### src/rtl/axi_sram_fill_writer.sv
// axi_sram_fill_writer: command-driven AXI-Lite write master that fills a
// contiguous SRAM region with a constant or incrementing word, keeping up to
// MAX_OUTSTANDING writes in flight and reporting completion and bad responses.
// Optional statistics outputs (fill_cycles, bresp_errs) are built only when
// the macro AXI_SRAM_FILL_STATS_EN is defined.
module axi_sram_fill_writer #(
    parameter int AXI_ADDR_WIDTH  = 20,
    parameter int AXI_DATA_WIDTH  = 16,
    parameter int LEN_WIDTH       = 20,
    parameter int MAX_OUTSTANDING = 4
) (
    input  logic                            axi_clk,
    input  logic                            axi_resetn,
    input  logic                            cmd_valid,
    output logic                            cmd_ready,
    input  logic [AXI_ADDR_WIDTH-1:0]       cmd_addr,
    input  logic [LEN_WIDTH-1:0]            cmd_len,
    input  logic [AXI_DATA_WIDTH-1:0]       cmd_data,
    input  logic                            cmd_incr,
    output logic                            busy,
    output logic                            done,
    output logic                            err,
    output logic [AXI_ADDR_WIDTH-1:0]       axi_awaddr,
    output logic                            axi_awvalid,
    input  logic                            axi_awready,
    output logic [AXI_DATA_WIDTH-1:0]       axi_wdata,
    output logic [(AXI_DATA_WIDTH+7)/8-1:0] axi_wstrb,
    output logic                            axi_wvalid,
    input  logic                            axi_wready,
    input  logic [1:0]                      axi_bresp,
    input  logic                            axi_bvalid,
    output logic                            axi_bready
`ifdef AXI_SRAM_FILL_STATS_EN
    ,
    output logic [31:0]                     fill_cycles,
    output logic [7:0]                      bresp_errs
`endif
);

    localparam logic [LEN_WIDTH-1:0] MAX_OUT = LEN_WIDTH'(MAX_OUTSTANDING);

    typedef enum logic [1:0] {
        IDLE  = 2'd0,
        RUN   = 2'd1,
        DRAIN = 2'd2,
        DONE  = 2'd3
    } state_e;

    state_e                     state_q, state_d;
    logic [AXI_ADDR_WIDTH-1:0]  addr_q, addr_d;
    logic [AXI_DATA_WIDTH-1:0]  data_q, data_d;
    logic [LEN_WIDTH-1:0]       len_q, len_d;
    logic                       incr_q, incr_d;
    logic [LEN_WIDTH-1:0]       awCnt_q, awCnt_d;
    logic [LEN_WIDTH-1:0]       wCnt_q, wCnt_d;
    logic [LEN_WIDTH-1:0]       bCnt_q, bCnt_d;
    logic                       err_q, err_d;
    logic                       awValid_q, awValid_d;
    logic                       wValid_q, wValid_d;

    logic awHs;
    logic wHs;
    logic bHs;
    logic accept;

    assign cmd_ready   = (state_q == IDLE);
    assign busy        = (state_q == RUN) || (state_q == DRAIN);
    assign done        = (state_q == DONE);
    assign err         = err_q;
    assign axi_awaddr  = addr_q;
    assign axi_awvalid = awValid_q;
    assign axi_wdata   = data_q;
    assign axi_wstrb   = '1;
    assign axi_wvalid  = wValid_q;
    assign axi_bready  = busy;

    assign awHs   = awValid_q & axi_awready;
    assign wHs    = wValid_q & axi_wready;
    assign bHs    = axi_bvalid & axi_bready;
    assign accept = cmd_valid & cmd_ready;

    // State, command latches, beat counters and channel valids
    always_ff @(posedge axi_clk or negedge axi_resetn) begin
        if (!axi_resetn) begin
            state_q   <= IDLE;
            addr_q    <= '0;
            data_q    <= '0;
            len_q     <= '0;
            incr_q    <= 1'b0;
            awCnt_q   <= '0;
            wCnt_q    <= '0;
            bCnt_q    <= '0;
            err_q     <= 1'b0;
            awValid_q <= 1'b0;
            wValid_q  <= 1'b0;
        end else begin
            state_q   <= state_d;
            addr_q    <= addr_d;
            data_q    <= data_d;
            len_q     <= len_d;
            incr_q    <= incr_d;
            awCnt_q   <= awCnt_d;
            wCnt_q    <= wCnt_d;
            bCnt_q    <= bCnt_d;
            err_q     <= err_d;
            awValid_q <= awValid_d;
            wValid_q  <= wValid_d;
        end
    end

    // Next state: the valids are computed from post-handshake counts so a new
    // beat follows a handshake back-to-back, and the exit test also uses the
    // post-handshake counts so a last response coinciding with the last
    // AW/W beat finishes the command without an extra cycle
    always_comb begin
        state_d   = state_q;
        addr_d    = addr_q;
        data_d    = data_q;
        len_d     = len_q;
        incr_d    = incr_q;
        awCnt_d   = awCnt_q;
        wCnt_d    = wCnt_q;
        bCnt_d    = bCnt_q;
        err_d     = err_q;
        awValid_d = 1'b0;
        wValid_d  = 1'b0;

        unique case (state_q)
            IDLE: begin
                if (accept) begin
                    addr_d  = cmd_addr;
                    data_d  = cmd_data;
                    len_d   = cmd_len;
                    incr_d  = cmd_incr;
                    awCnt_d = '0;
                    wCnt_d  = '0;
                    bCnt_d  = '0;
                    err_d   = 1'b0;
                    if (cmd_len == '0) begin
                        state_d = DONE;
                    end else begin
                        state_d   = RUN;
                        awValid_d = 1'b1;
                        wValid_d  = 1'b1;
                    end
                end
            end
            RUN, DRAIN: begin
                if (awHs) begin
                    awCnt_d = awCnt_q + LEN_WIDTH'(1);
                    addr_d  = addr_q + AXI_ADDR_WIDTH'(1);
                end
                if (wHs) begin
                    wCnt_d = wCnt_q + LEN_WIDTH'(1);
                    if (incr_q) begin
                        data_d = data_q + AXI_DATA_WIDTH'(1);
                    end
                end
                if (bHs) begin
                    bCnt_d = bCnt_q + LEN_WIDTH'(1);
                    if (axi_bresp != 2'b00) begin
                        err_d = 1'b1;
                    end
                end
                awValid_d = (awValid_q && !axi_awready) ||
                            ((awCnt_d < len_q) && ((awCnt_d - bCnt_d) < MAX_OUT));
                wValid_d  = (wValid_q && !axi_wready) ||
                            ((wCnt_d < len_q) && ((wCnt_d - bCnt_d) < MAX_OUT));
                if ((awCnt_d == len_q) && (wCnt_d == len_q)) begin
                    state_d = (bCnt_d == len_q) ? DONE : DRAIN;
                end
            end
            DONE: begin
                state_d = IDLE;
            end
            default: begin
                state_d = IDLE;
            end
        endcase
    end

`ifdef AXI_SRAM_FILL_STATS_EN
    logic [31:0] fillCycles_q;
    logic [7:0]  brespErrs_q;

    assign fill_cycles = fillCycles_q;
    assign bresp_errs  = brespErrs_q;

    // Saturating busy-cycle and bad-response counters, cleared on accept
    always_ff @(posedge axi_clk or negedge axi_resetn) begin
        if (!axi_resetn) begin
            fillCycles_q <= '0;
            brespErrs_q  <= '0;
        end else if (accept) begin
            fillCycles_q <= '0;
            brespErrs_q  <= '0;
        end else if (busy) begin
            if (fillCycles_q != 32'hFFFF_FFFF) begin
                fillCycles_q <= fillCycles_q + 32'd1;
            end
            if (bHs && (axi_bresp != 2'b00) && (brespErrs_q != 8'hFF)) begin
                brespErrs_q <= brespErrs_q + 8'd1;
            end
        end
    end
`endif

endmodule

### config.mk
export PLATFORM = sky130hd
export DESIGN_NAME = axi_sram_fill_writer
export DESIGN_NICKNAME = d
export VERILOG_FILES = /design/src/rtl/axi_sram_fill_writer.sv
export SDC_FILE = /design/constraint.sdc
export NUM_CORES = 1
export LEC_CHECK = 0
export BUFFER_PORTS_ARGS = -buffer_cell sky130_fd_sc_hd__buf_2
export CORE_MARGIN = 4
export CORE_UTILIZATION = 40
export CTS_CLUSTER_DIAMETER = 120
export DETAILED_ROUTE_END_ITERATION = 6
export SYNTH_ARGS = -nofsm -noshare
export SYNTH_HDL_FRONTEND = slang
export SYNTH_SLANG_ARGS = --single-unit
### constraint.sdc
create_clock -name axi_clk -period 4.8 [get_ports axi_clk]
set_input_delay 0.96 -clock axi_clk [delete_from_list [all_inputs] [get_ports axi_clk]]
set_output_delay 0.96 -clock axi_clk [all_outputs]
set_load 0.005 [all_outputs]
; ---- After elaboration in Yosys (flattened, before gate mapping)
; Index checks and enable logic that the tools add are counted.
[totals]
in_bits = 65
output_inout_bits = 45
ff_bits = 122
word_cells = 90
[classes]
bitwise_logic = 4
n_eq_ne = 13
n_lt_le_gt_ge = 4
reduce_logical = 21
mux = 30
n_addsub = 7
[op_table]
columns = cell, count
row1 = $mux W20, 9
row2 = $pmux W20 S2, 4
row3 = $add A20 B1 Y20 const B, 4
row4 = $eq A20 B20 Y1, 3
row5 = $mux W16, 3
row6 = $lt A20 B20 Y1, 2
row7 = $lt A20 B3 Y1 const B, 2
row8 = $sub A20 B20 Y20, 2
row9 = $pmux W16 S2, 1
row10 = $logic_not A20 Y1, 1
row11 = $add A16 B1 Y16 const B, 1
row12 = $ne A2 B2 Y1 const B, 6
row13 = $reduce_and A4 Y1, 2
row14 = $mux W1, 6
row15 = $mux W2, 3
row16 = $pmux W1 S2, 3
row17 = $pmux W2 S3, 1
row18 = $reduce_and A2 Y1, 3
row19 = $logic_and A1 B1 Y1, 5
row20 = $and A1 B1 Y1, 4
row21 = $eq A2 B2 Y1 const B, 2
row22 = $reduce_bool A2 Y1, 2
row23 = $logic_or A1 B1 Y1, 3
row24 = $reduce_and A3 Y1, 1
row25 = 5 further kinds, 6

; ---- Longest topological paths before layout
; Gate-level depths: netlist (run 1).
[logic_depth]
ltp_word = 10
ltp_mapped = 21
ltp_nobuf = 20

; ---- Worst setup path before layout (run 1)
; Ideal clock, no wire load.
[synth_timing]
kind = input to register
startpoint = input axi_awready
endpoint = register awValid_q, in the netlist axi_awvalid
arrival_ps = 4383
stages = 19
required_ps = 4690
setup_time_ps = 110
path_slack_ps = 306
n_path_buf = 0
path_cell_list = and4_1 nand4_1 inv_1 nand3_1 nor2_1 and3_1 and3_1 and3_1 xor2_1 ha_1 inv_1 a21oi_1 a2111oi_0 nand4_1 a2111oi_0 nand4_1 nor4b_2 nand4_1 o41ai_1
[synth_between]
elab_chain_cells = 8
word_cells_on_any_way = 11
classes_between = add/sub (1) / order compare (2) / mux (3) / bitwise (1) / reduce/logical (4)
[synth_lines]
columns = element, line_no
row1 = "start, declared", 25  ; input logic axi_awready,
row2 = $and A1 B1 Y1, 77  ; assign awHs = awValid_q & axi_awready;
row3 = $mux W20, 149  ; if (awHs) begin
row4 = $mux W20, 128  ; unique case (state_q)
row5 = $sub A20 B20 Y20, 166  ; ((awCnt_d < len_q) && ((awCnt_d - bCnt_d) < MAX_OUT));
row6 = $lt A20 B3 Y1, 166
row7 = $logic_and A1 B1 Y1, 166
row8 = $logic_or A1 B1 Y1 *, 165  ; awValid_d = (awValid_q && !axi_awready) ||
row9 = $pmux W1 S2 *, 128
row10 = named net awValid_d, 58  ; logic awValid_q, awValid_d;
row11 = "end signal, assigned", 106  ; awValid_q <= awValid_d;
row12 = "end, declared", 58
; Mark *: on every way through the listed nets, which the timed path passes. The rest lies on a longest branch. The select of a mux whose other input is x is not followed.
; A chain may end at the register's enable or synchronous reset.

; ---- Worst setup path after layout (run 1)
; Ends and elaborated chain as after synthesis.

==> flow_summary.rst, run 1 <==
.. list-table::
   :header-rows: 1

   * - Metric
     - Value
   * - Leakage power figure
     - 5.53 nW
   * - Die W
     - 169 um
   * - Floorplan row count
     - 58
   * - Top cell type by total area after synthesis
     - dfrtp_1
   * - Placed instance count
     - 1675
   * - Global placer's final weighted congestion
     - 0.940
   * - Via-to-Cell Ratio
     - 5.84
   * - Setup Buffers After CTS
     - 0
   * - Setup repair after global routing missed its margin
     - false
   * - Share of the clock period used by the worst path after layout
     - 91.4%
   * - Number of nets in the layout
     - 1513
   * - Number of global-route vias before repair
     - 9680
   * - DIE HEIGHT
     - 169 um
   * - Worst Hold Path Cells
     - 1
   * - Number of buffers on the longest clock path
     - 2
   * - Number of enable-type register cells in the synthesized netlist
     - 0
   * - Antenna fix cells
     - 0
   * - Syn Area/Cell
     - 8.41 um2
   * - Post-detail-place hpwl
     - 25100 um
   * - Worst Tran Pin Value
     - 0.811 ns
   * - Highest clock frequency the design can meet
     - 0.228 GHz
   * - Clk_lat worst skew
     - 0.43 ns
   * - Total Die Area
     - 0.0285 mm2
   * - # IOs
     - 110
   * - CTS tree
     - done
   * - Flops & latches, synth
     - 122
   * - Syn. warnings
     - 0
   * - Synth Instances
     - 1232
   * - Startpoint types
     - primary input
   * - Clock root buffer
     - clkbuf_16
   * - Worst slack at placement
     - -0.109 ns
   * - Number of cells on the worst reg-to-reg path
     - 17
   * - Pin count of the biggest net entering global routing
     - 79
   * - Total Routing Usage GR
     - 23.0%
   * - Clock transition at the registers of the reported paths
     - 0.07 ns
   * - Area after DPL
     - 0.0115 mm2
   * - Area contributors post-synth
     - dfrtp_1, ha_1, xnor2_1
   * - List of most frequent post-synthesis cells
     - dfrtp_1, nand2_1, a21oi_1, o21ai_0, ha_1
   * - Number of DRC violations after detailed-routing iteration 0
     - 874
   * - Layout Area Growth over Synthesis
     - 17.4%
   * - Register area share after synthesis
     - 29.5%
   * - Number of H-tree levels
     - 4
   * - Cell with the most instances after synthesis
     - dfrtp_1
   * - Type of destination of the critical path
     - flip-flop
   * - Worst vdd ir
     - 0.337 mV
   * - Sum Neg Setup Slack
     - 0 ns
   * - Top cell type's share of synthesized area
     - 29.5%
   * - # DRC
     - 0
   * - Dominant synthesized flop cell
     - dfrtp_1
   * - Final number of setup-violating endpoints
     - 0
   * - Clock period minus final worst setup slack
     - 4.39 ns
   * - Final WS setup
     - 0.413 ns
   * - Clock Sinks
     - 122
   * - Result of the run
     - completed
   * - Required time of the critical path
     - 5.12 ns
   * - Count of placed standard cells in the final layout, fillers left out
     - 1707
   * - Via count
     - 9961
   * - Number of different library cells in the post-synthesis netlist
     - 91
   * - Worst setup path category
     - in -> reg
   * - TritonCTS buffer count
     - 17
   * - Number of pins with negative max-slew slack in the final report
     - 0
   * - Hold Buf Count CTS
     - 0
   * - CORE AREA
     - 0.0253 mm2
   * - Power density cells
     - 576 mW/mm2
   * - Summed area of non-filler cells in the final layout
     - 0.0122 mm2
   * - Starting density of the core
     - 40.9%
   * - Max-cap violations
     - 0
   * - Hold Vio Cnt, Final
     - 0
   * - Relative max-transition margin
     - 45.9%
   * - Data arrival time at the worst-slack endpoint
     - 4.71 ns
   * - Detailed-routing iteration count for the pre-antenna-repair pass
     - 7
   * - Maximum net fanout on the critical path
     - 5
   * - Global-route wire length before repair
     - 52500 um
   * - Final ANT Viol Nets
     - 0
   * - Final hold slack
     - 0.503 ns
   * - Worst Hold Class
     - reg -> reg
   * - Count of input and output buffers
     - 107
   * - Fraction of layout cells with a size suffix above 1
     - 19.0%
   * - Wire length per cell after detailed routing
     - 19.3 um
   * - Post-route clock skew
     - 0.0135 ns
   * - Antenna violations before repair
     - 1
   * - Fraction of synthesis flops using an asynchronous set or reset pin
     - 100%
   * - Total global routing overflow
     - 0
   * - Summed instance area of the synthesized netlist
     - 0.0104 mm2
   * - Post-Route WL
     - 32900 um
routing by layer:
layer	part of all wire (%)	track usage [%]	routed length, um	up-vias
li1	-	-	-	4848
met1	45	31.0	14900	4727
met2	46	36.3	15000	324
met3	6.2	5.58	2030	60
met4	3.0	7.55	1000	2
met5	0.021	0	7	-
layout by cell type (no fill, tap or decap), types with 8 or more instances in the layout:
cell	count
nand2_1	102
nor2_1	71
a21oi_1	89
ha_1	82
xor2_1	36
nor2b_1	10
xnor2_1	53
buf_2	106
a31oi_1	8
a21o_1	18
dfrtp_1	122
nand3_1	64
mux2_2	24
nand4_1	35
clkbuf_16	17
mux2i_1	19
and3_1	18
o22ai_1	37
nor4_1	17
nor3_1	29
o31ai_1	14
buf_4	58
o21ai_0	85
or3_1	15
a22o_1	13
inv_1	69
or2_2	8
worst max-delay path, cell delays in order:
cell and delay, ns:
buf_2 0.13, and4_1 0.22, nand4_1 0.12, inv_1 0.08
nand3_1 0.12, nor2_1 0.17, and3_1 0.24, and3_1 0.20
and3_1 0.20, xor2_2 0.21, ha_1 0.30, inv_1 0.12
a21oi_1 0.07, a2111oi_0 0.34, nand4_1 0.15, a2111oi_1 0.28
nand4_1 0.16, nor4b_2 0.27, nand4_1 0.12, o41ai_1 0.23
stage by stage:
stage               util (%)  total power, W
finish                  48.0         0.00700
global route            48.0         0.00753
CTS                     47.9         0.00697
detailed placement      45.5         0.00561
global placement        45.5         0.00558
floorplan                  -         0.00429
what timing repair did:
| item | in CTS | in global routing |
|---|---|---|
| hold endpoints to repair | 0 | 0 |
| resized for setup | 0 | 6 |
| endpoints found under the setup margin | 0 | 2 |
cell families (layout without fill, tap and decap cells):
family	Yosys count	count (layout)	share of synthesized area, %
AO/OA/AOI/OAI	348	348	21.8
XOR/XNOR	95	95	8.38
adder cells (fa/ha/maj)	84	84	10.1
buffers and inverters	122	266	4.77
flip-flops	122	122	29.5
multiplexers	43	43	4.44
other	1	2	0.0362
AND/OR/NAND/NOR	417	417	20.9
flip-flops by register name, indices dropped and copies added, names as in the netlist:
register / count
awCnt_q: 20
axi_wdata: 16
axi_awaddr: 20
len_q: 20
axi_wvalid: 1
bCnt_q: 20
axi_awvalid: 1
incr_q: 1
wCnt_q: 20
state_q: 2
err: 1
path summary, 6_finish.rpt:
kind | slack, ns | endpoint | startpoint
worst max-delay path | 0.41 | axi_awvalid$_DFF_PN0_ | axi_awready
worst min-delay path | 0.50 | err$_DFFE_PN0P_ | err$_DFFE_PN0P_
worst max register to register | 0.43 | axi_wvalid$_DFF_PN0_ | state_q[1]$_DFFE_PN0P_
worst min register to register | 0.50 | err$_DFFE_PN0P_ | err$_DFFE_PN0P_
max in group asynchronous | 3.35 | awCnt_q[10]$_DFFE_PN0P_ | axi_resetn
min in group asynchronous | 0.60 | wCnt_q[3]$_DFFE_PN0P_ | axi_resetn
where the power goes:
part	internal, W	leakage [nW]	switching, W
Sequential	0.00133	1.59	0.000344
Clock	0.000744	0.292	0.000588
Combinational	0.00159	3.65	0.00242
Total	0.00365	5.53	0.00335
layout make-up:
cell class                 instances  area, um2
clock buffer                      17        425
clock inverter                    15        174
fill                            2478      13200
inverter                          69        259
multi-input combinational        989       6860
sequential                       122       3050
tap                              330        413
timing repair buffer             165        977
Power figures use the tool's default switching activity.
==> run 2, diff against run 1 <==
--- a/config.mk
+++ b/config.mk
@@ -6,10 +6,13 @@
 export NUM_CORES = 1
 export LEC_CHECK = 0
 export BUFFER_PORTS_ARGS = -buffer_cell sky130_fd_sc_hd__buf_2
-export CORE_MARGIN = 4
+export CELL_PAD_IN_SITES_DETAIL_PLACEMENT = 0
+export CELL_PAD_IN_SITES_GLOBAL_PLACEMENT = 1
+export CORE_MARGIN = 5
 export CORE_UTILIZATION = 40
 export CTS_CLUSTER_DIAMETER = 120
 export DETAILED_ROUTE_END_ITERATION = 6
+export PLACE_DENSITY = 0.84
 export SYNTH_ARGS = -nofsm -noshare
 export SYNTH_HDL_FRONTEND = slang
 export SYNTH_SLANG_ARGS = --single-unit
==> run 2 against run 1 <==
  * Sequential cell count did not move
  * Cell count barely moved
  * Sequential share of layout area grew 0.057 points
  * First-iteration DRC count decreased by 7.0%
  * Wire length grew 0.41%
  * Combinational power barely moved
  * Via count rose by 1.1%
  * Clock power about the same
  * Critical path depth did not move
  * Highest routed layer unchanged
==> flow_summary.rst, run 2 (synthesized netlist as in run 1, its figures left out) <==
.. list-table::
   :header-rows: 1

   * - Metric
     - Value
   * - Result of the run
     - completed
   * - CORE AREA
     - 0.0258 mm2
   * - Total global routing overflow
     - 0
   * - Number of pins with negative max-slew slack in the final report
     - 0
   * - FF-to-FF setup slack
     - 0.33 ns
   * - Number of DRC violations after detailed-routing iteration 0
     - 813
   * - Number of cells on the worst reg-to-reg path
     - 19
   * - Global placer's final weighted congestion
     - 0.971
   * - TritonCTS buffer count
     - 17
   * - Area after DPL
     - 0.0115 mm2
   * - Destination of the worst register-to-register timing path
     - axi_awvalid$_DFF_PN0_
   * - Commonest non-fill, non-tap cell in the layout
     - dfrtp_1
   * - Worst Hold Path Cells
     - 2
   * - Setup Buffers After CTS
     - 0
   * - Floorplan row count
     - 59
   * - Share of the clock period used by the worst path after layout
     - 93.3%
   * - Starting density of the core
     - 40.2%
   * - Share of the core filled with cells in the final layout
     - 47.1%
   * - Relative max-transition margin
     - 22.4%
   * - Clock period minus final worst setup slack
     - 4.48 ns
   * - Worst Tran Pin Value
     - 1.16 ns
   * - Die W
     - 171 um
   * - Number of nets in the layout
     - 1507
   * - Commonest non-fill, non-tap cells in the layout
     - dfrtp_1, buf_2, nand2_1, a21oi_1, o21ai_0
   * - Via count
     - 10.1k
   * - Hold Vio Cnt, Final
     - 0
   * - Type of destination of the critical path
     - flip-flop
   * - Total Routing Usage GR
     - 22.3%
   * - Clk_lat worst skew
     - 0.44 ns
   * - Post-Route WL
     - 33100 um
   * - Hold Buf Count CTS
     - 0
   * - Leakage power figure
     - 5.51 nW
   * - Origin of the worst min-delay path
     - bCnt_q[19]$_DFFE_PN0P_
   * - Fraction of layout cells with a size suffix above 1
     - 18.9%
   * - Global-route wire length before repair
     - 51600 um
   * - Clock transition at the registers of the reported paths
     - 0.07 ns
   * - Startpoint types
     - primary input
   * - Number of global-route vias before repair
     - 9442
   * - Final ANT Viol Nets
     - 0
   * - Maximum net fanout on the critical path
     - 5
   * - Hold endpoint
     - bCnt_q[19]$_DFFE_PN0P_
   * - DIE HEIGHT
     - 171 um
   * - Via-to-Cell Ratio
     - 5.90
   * - Pin count of the biggest net entering global routing
     - 99
   * - Setup repair after global routing missed its margin
     - false
   * - Worst Hold Class
     - reg -> reg
   * - # IOs
     - 110
   * - Max-cap violations
     - 0
   * - Antenna violations before repair
     - 2
   * - Total Die Area
     - 0.0292 mm2
   * - Post-route clock skew
     - 0.0133 ns
   * - Worst vdd ir
     - 0.325 mV
   * - Clock Sinks
     - 122
   * - # DRC
     - 0
   * - Data arrival time at the worst-slack endpoint
     - 4.80 ns
   * - Worst setup path category
     - in -> reg
   * - Highest clock frequency the design can meet
     - 0.223 GHz
   * - Number of H-tree levels
     - 4
   * - Final number of setup-violating endpoints
     - 0
   * - CTS tree
     - done
   * - Clock root buffer
     - clkbuf_16
   * - Number of buffers on the longest clock path
     - 2
   * - Layout Area Growth over Synthesis
     - 17.1%
   * - Required time of the critical path
     - 5.12 ns
   * - Post-detail-place hpwl
     - 24700 um
   * - Antenna fix cells
     - 0
   * - Detailed-routing iteration count for the pre-antenna-repair pass
     - 5
   * - Power density cells
     - 577 mW/mm2
   * - Summed area of non-filler cells in the final layout
     - 0.0121 mm2
   * - Wire length per cell after detailed routing
     - 19.4 um
   * - Filler Cells Inserted
     - 2526
   * - Count of input and output buffers
     - 107
   * - RR Startpoint
     - state_q[0]$_DFFE_PN0P_
run 2: how the worst max path moves through the flow:
| stage | to | start | slack [ns] |
|---|---|---|---|
| global placement | axi_wvalid$_DFF_PN0_ | axi_wready | 0.12 |
| global route | axi_awvalid$_DFF_PN0_ | state_q[1]$_DFFE_PN0P_ | 0.02 |
| finish | axi_awvalid$_DFF_PN0_ | axi_awready | 0.32 |
| detailed placement | axi_awvalid$_DFF_PN0_ | axi_awready | -0.08 |
| floorplan | axi_awvalid$_DFF_PN0_ | axi_awready | 0.31 |
| CTS | axi_awvalid$_DFF_PN0_ | state_q[1]$_DFFE_PN0P_ | 0.24 |
run 2: critical path: stages:
cell and delay, ns:
buf_2 0.12, and4_1 0.20, nand4_1 0.14, inv_1 0.08, nand3_1 0.11, nor2_1 0.16, and3_1 0.24, and3_1 0.21
and3_1 0.17, xor2_1 0.19, ha_1 0.30, inv_1 0.12, a21oi_1 0.08, a2111oi_0 0.36, nand4_1 0.17, a2111oi_1 0.42
nand4_1 0.18, nor4b_2 0.23, nand4_1 0.12, o41ai_1 0.24
run 2: layout make-up:
class / count / area [um2] / area share (%)
clock inverters: 15 / 161 / 1.33
clock buffers: 17 / 425 / 3.50
multi-input cells: 989 / 6890 / 56.7
inverters: 69 / 259 / 2.13
repair buffers: 159 / 932 / 7.68
flip-flops and latches: 122 / 3050 / 25.2
well taps: 335 / 419 / 3.45
run 2: report_power, final:
group / internal [W] / switching, W
sequential: 0.00132 / 0.000351
clock: 0.000704 / 0.000616
combinational: 0.00156 / 0.00245
total: 0.00359 / 0.00342
run 2: what timing repair did:
action	in CTS	in global routing
gates resized for setup	0	9
endpoints found under the hold margin	0	0
setup endpoints to repair	0	2
run 2: metal layers:
| layer | up-vias | global-route usage, % | wire [um] |
|---|---|---|---|
| met5 | - | 0 | 19 |
| met4 | 4 | 7.23 | 903 |
| met3 | 60 | 3.81 | 2200 |
| met2 | 325 | 35.4 | 14900 |
| met1 | 4844 | 31.1 | 15000 |
| li1 | 4834 | - | - |
run 2: metrics by stage:
step	setup TNS [ns]	setup slack, ns	std cells	total power [W]	hold WS [ns]
detailed placement	-0.115	-0.0783	1674	0.00559	0.493
floorplan	0	0.306	1233	0.00429	0.470
finish	0	0.323	1706	0.00700	0.504
global placement	0	0.119	1674	0.00553	0.484
CTS	0	0.237	1706	0.00694	0.507
global route	0	0.0216	1706	0.00746	0.526
==> run 3, diff against run 2 <==
--- a/config.mk
+++ b/config.mk
@@ -5,7 +5,7 @@
 export SDC_FILE = /design/constraint.sdc
 export NUM_CORES = 1
 export LEC_CHECK = 0
-export BUFFER_PORTS_ARGS = -buffer_cell sky130_fd_sc_hd__buf_2
+export BUFFER_PORTS_ARGS = -buffer_cell sky130_fd_sc_hd__buf_4
 export CELL_PAD_IN_SITES_DETAIL_PLACEMENT = 0
 export CELL_PAD_IN_SITES_GLOBAL_PLACEMENT = 1
 export CORE_MARGIN = 5
==> constraint.sdc (replaced) <==
create_clock -name axi_clk -period 5.77 [get_ports axi_clk]
set_input_delay 1.154 -clock axi_clk [delete_from_list [all_inputs] [get_ports axi_clk]]
set_output_delay 1.154 -clock axi_clk [all_outputs]
set_load 0.005 [all_outputs]
==> run 3 against run 2 <==
  * Die area unchanged
  * Non-clock buffer count decreased by 35
  * Global-route usage decreased by 0.44 points
  * Cell count decreased by 2.1%
  * First-iteration DRC count decreased by 9.7%
==> flow_summary.rst, run 3 (synthesized netlist as in run 1, its figures left out) <==
.. list-table::
   :header-rows: 1

   * - Metric
     - Value
   * - Result of the run
     - completed
   * - Worst Hold Class
     - reg -> reg
   * - Max-cap violations
     - 0
   * - Worst Hold Path Cells
     - 1
   * - Number of cells on the worst reg-to-reg path
     - 18
   * - Via count
     - 9753
   * - Wire length per cell after detailed routing
     - 19.5 um
   * - Detailed-routing iteration count for the pre-antenna-repair pass
     - 6
   * - Count of input and output buffers
     - 107
   * - Crit path max-delay cell type
     - ha_2
   * - Combined flip-flop and latch cell area
     - 0.00305 mm2
   * - Hold endpoint
     - err$_DFFE_PN0P_
   * - Number of DRC violations after detailed-routing iteration 0
     - 734
   * - Total global routing overflow
     - 0
   * - Worst vdd ir
     - 0.279 mV
   * - Setup repair after global routing missed its margin
     - false
   * - Global placer's final weighted congestion
     - 0.888
   * - Layout Area Growth over Synthesis
     - 17.2%
   * - Placed instance count
     - 1639
   * - Design internal power
     - 0.00319 W
   * - Clock period minus final worst setup slack
     - 5.18 ns
   * - Destination of the worst register-to-register timing path
     - axi_wvalid$_DFF_PN0_
   * - # DRC
     - 0
   * - Highest clock frequency the design can meet
     - 0.193 GHz
   * - Number of nets in the layout
     - 1472
   * - Hold Vio Cnt, Final
     - 0
   * - Summed area of non-filler cells in the final layout
     - 0.0121 mm2
   * - CORE AREA
     - 0.0258 mm2
   * - Pin count of the biggest net entering global routing
     - 75
   * - Area used by multi-input combinational logic
     - 0.00683 mm2
   * - Part of the power in the clock network
     - 20.3%
   * - Critical Path Start
     - state_q[0]$_DFFE_PN0P_
   * - Final WS setup
     - 0.594 ns
   * - Sw power
     - 0.00274 W
   * - Via-to-Cell Ratio
     - 5.84
   * - Sum Neg Setup Slack
     - 0 ns
   * - Area after DPL
     - 0.0115 mm2
   * - Clk_lat worst skew
     - 0.43 ns
   * - Clock root buffer
     - clkbuf_16
   * - Maximum net fanout on the critical path
     - 13
   * - Number of H-tree levels
     - 4
   * - Antenna violations before repair
     - 0
   * - RR Startpoint
     - state_q[0]$_DFFE_PN0P_
   * - Number of pins with negative max-slew slack in the final report
     - 0
   * - Clock Sinks
     - 122
   * - Leakage power figure
     - 5.44 nW
   * - CTS tree
     - done
   * - Die W
     - 171 um
   * - Setup Buffers After CTS
     - 0
   * - Worst Tran Pin Value
     - 1.17 ns
   * - Data arrival time at the worst-slack endpoint
     - 5.49 ns
   * - Post-Route WL
     - 32600 um
   * - Power density cells
     - 488 mW/mm2
   * - Share of the clock period used by the worst path after layout
     - 89.7%
   * - Clock transition at the registers of the reported paths
     - 0.07 ns
   * - Commonest non-fill, non-tap cell in the layout
     - buf_4
   * - Relative contribution of sequential cells to total power
     - 23.6%
   * - Worst slack at placement
     - 0.373 ns
   * - Starting density of the core
     - 40.2%
   * - Required time of the critical path
     - 6.09 ns
   * - Filler Cells Inserted
     - 2502
   * - Number of global-route vias before repair
     - 9220
   * - Post-route clock skew
     - 0.0115 ns
   * - # IOs
     - 110
   * - Startpoint types
     - flip-flop
   * - Floorplan row count
     - 59
   * - Hold Buf Count CTS
     - 0
   * - Number of buffers on the longest clock path
     - 2
   * - Global-route wire length before repair
     - 50700 um
   * - Final number of setup-violating endpoints
     - 0
   * - Proportion of power drawn by combinational gates
     - 56.0%
   * - Total Routing Usage GR
     - 21.9%
   * - Antenna fix cells
     - 0
   * - DIE HEIGHT
     - 171 um
   * - Commonest non-fill, non-tap cells in the layout
     - buf_4, dfrtp_1, nand2_1, a21oi_1, o21ai_0
   * - Relative max-transition margin
     - 21.8%
   * - TritonCTS buffer count
     - 17
   * - Worst setup path category
     - reg -> reg
   * - Type of destination of the critical path
     - flip-flop
   * - Count of cells resized by post-cts repair
     - 0
   * - Power, Total
     - 0.00593 W
   * - Origin of the worst min-delay path
     - err$_DFFE_PN0P_
   * - Post-detail-place hpwl
     - 24200 um
   * - FF-to-FF setup slack
     - 0.59 ns
   * - Slowest Stage Delay on Critical Path
     - 0.53 ns
   * - Total Die Area
     - 0.0292 mm2
   * - CP Cell Sequence
     - inv_1 > ha_2 > nand3_1 > nor3_2 > and4_1 > nand2_1 > xor2_1 > ha_1 > a21oi_1 > nand2_1 > mux2i_1 > a2111oi_0 > nand4_1 > nor4_1 > nand4b_1 > nor4_1 > nand4_1 > o41ai_2
   * - Fraction of layout cells with a size suffix above 1
     - 16.2%
   * - Count of placed standard cells in the final layout, fillers left out
     - 1671
   * - Proportion of total power due to net switching
     - 46.2%
   * - Final ANT Viol Nets
     - 0
## run 3: cell count changes in the layout (fill, tap and decap cells not counted), moves of 2 or more
| cell | before | now |
|---|---|---|
| ha_4 | 2 | 0 |
| buf_4 | 52 | 123 |
| nor4_1 | 16 | 18 |
| nor4_2 | 6 | 4 |
| inv_8 | 9 | 1 |
| xor2_2 | 3 | 1 |
| clkinv_4 | 1 | 4 |
| xor2_1 | 36 | 38 |
| buf_2 | 106 | 0 |
| bufinv_16 | 0 | 4 |
## run 3: worst max path at each step
| stage | slack [ns] | end | depth (start not counted) |
|---|---|---|---|
| after global placement | 0.56 | axi_awvalid$_DFF_PN0_ | 20 |
| after detailed placement | 0.37 | axi_awvalid$_DFF_PN0_ | 20 |
| after CTS | 0.72 | axi_wvalid$_DFF_PN0_ | 18 |
| after global routing | 0.20 | axi_wvalid$_DFF_PN0_ | 18 |
| after floorplan | 1.08 | axi_awvalid$_DFF_PN0_ | 19 |
| final | 0.59 | axi_wvalid$_DFF_PN0_ | 18 |
## run 3: worst max-delay path, delay by kind of cell (launching register included)
family | cells | cell delay, ns
AOI/OAI and AO/OA | 3 | 0.93
adders and majority gates | 2 | 0.94
buffers and inverters | 1 | 0.07
and+or+nand+nor | 10 | 2.21
muxes | 1 | 0.15
DFF | 1 | 0.37
xor gates and xnor gates | 1 | 0.39
## run 3: final cells by class
cell class | instances | area share, %
Clock buffer | 18 | 3.62
Clock inverter | 14 | 1.72
Inverter | 69 | 2.13
Multi-Input combinational cell | 989 | 56.2
Sequential cell | 122 | 25.1
Tap cell | 335 | 3.45
Timing Repair Buffer | 124 | 7.70
## run 3: through the flow
step	hold slack [ns]	utilization (%)
after detailed placement	0.489	44.6
after global routing	0.520	47.1
after CTS	0.507	47.1
after floorplan	0.470	-
final	0.500	47.1
after global placement	0.483	44.6
## run 3: power by group through the flow
stage	sequential (W)	combinational [W]	clock [W]
floorplan	0.00133	0.00224	0
global placement	0.00140	0.00324	0
detailed placement	0.00141	0.00328	0
CTS	0.00140	0.00331	0.00122
global route	0.00144	0.00364	0.00125
finish	0.00140	0.00332	0.00121
## run 3: layer usage
metal	vias up	share of wire (%)	track usage, %
li1	4752	-	-
met1	4641	45	29.6
met2	311	46	34.6
met3	49	6.9	4.83
met4	0	2.9	7.54
met5	-	0	0
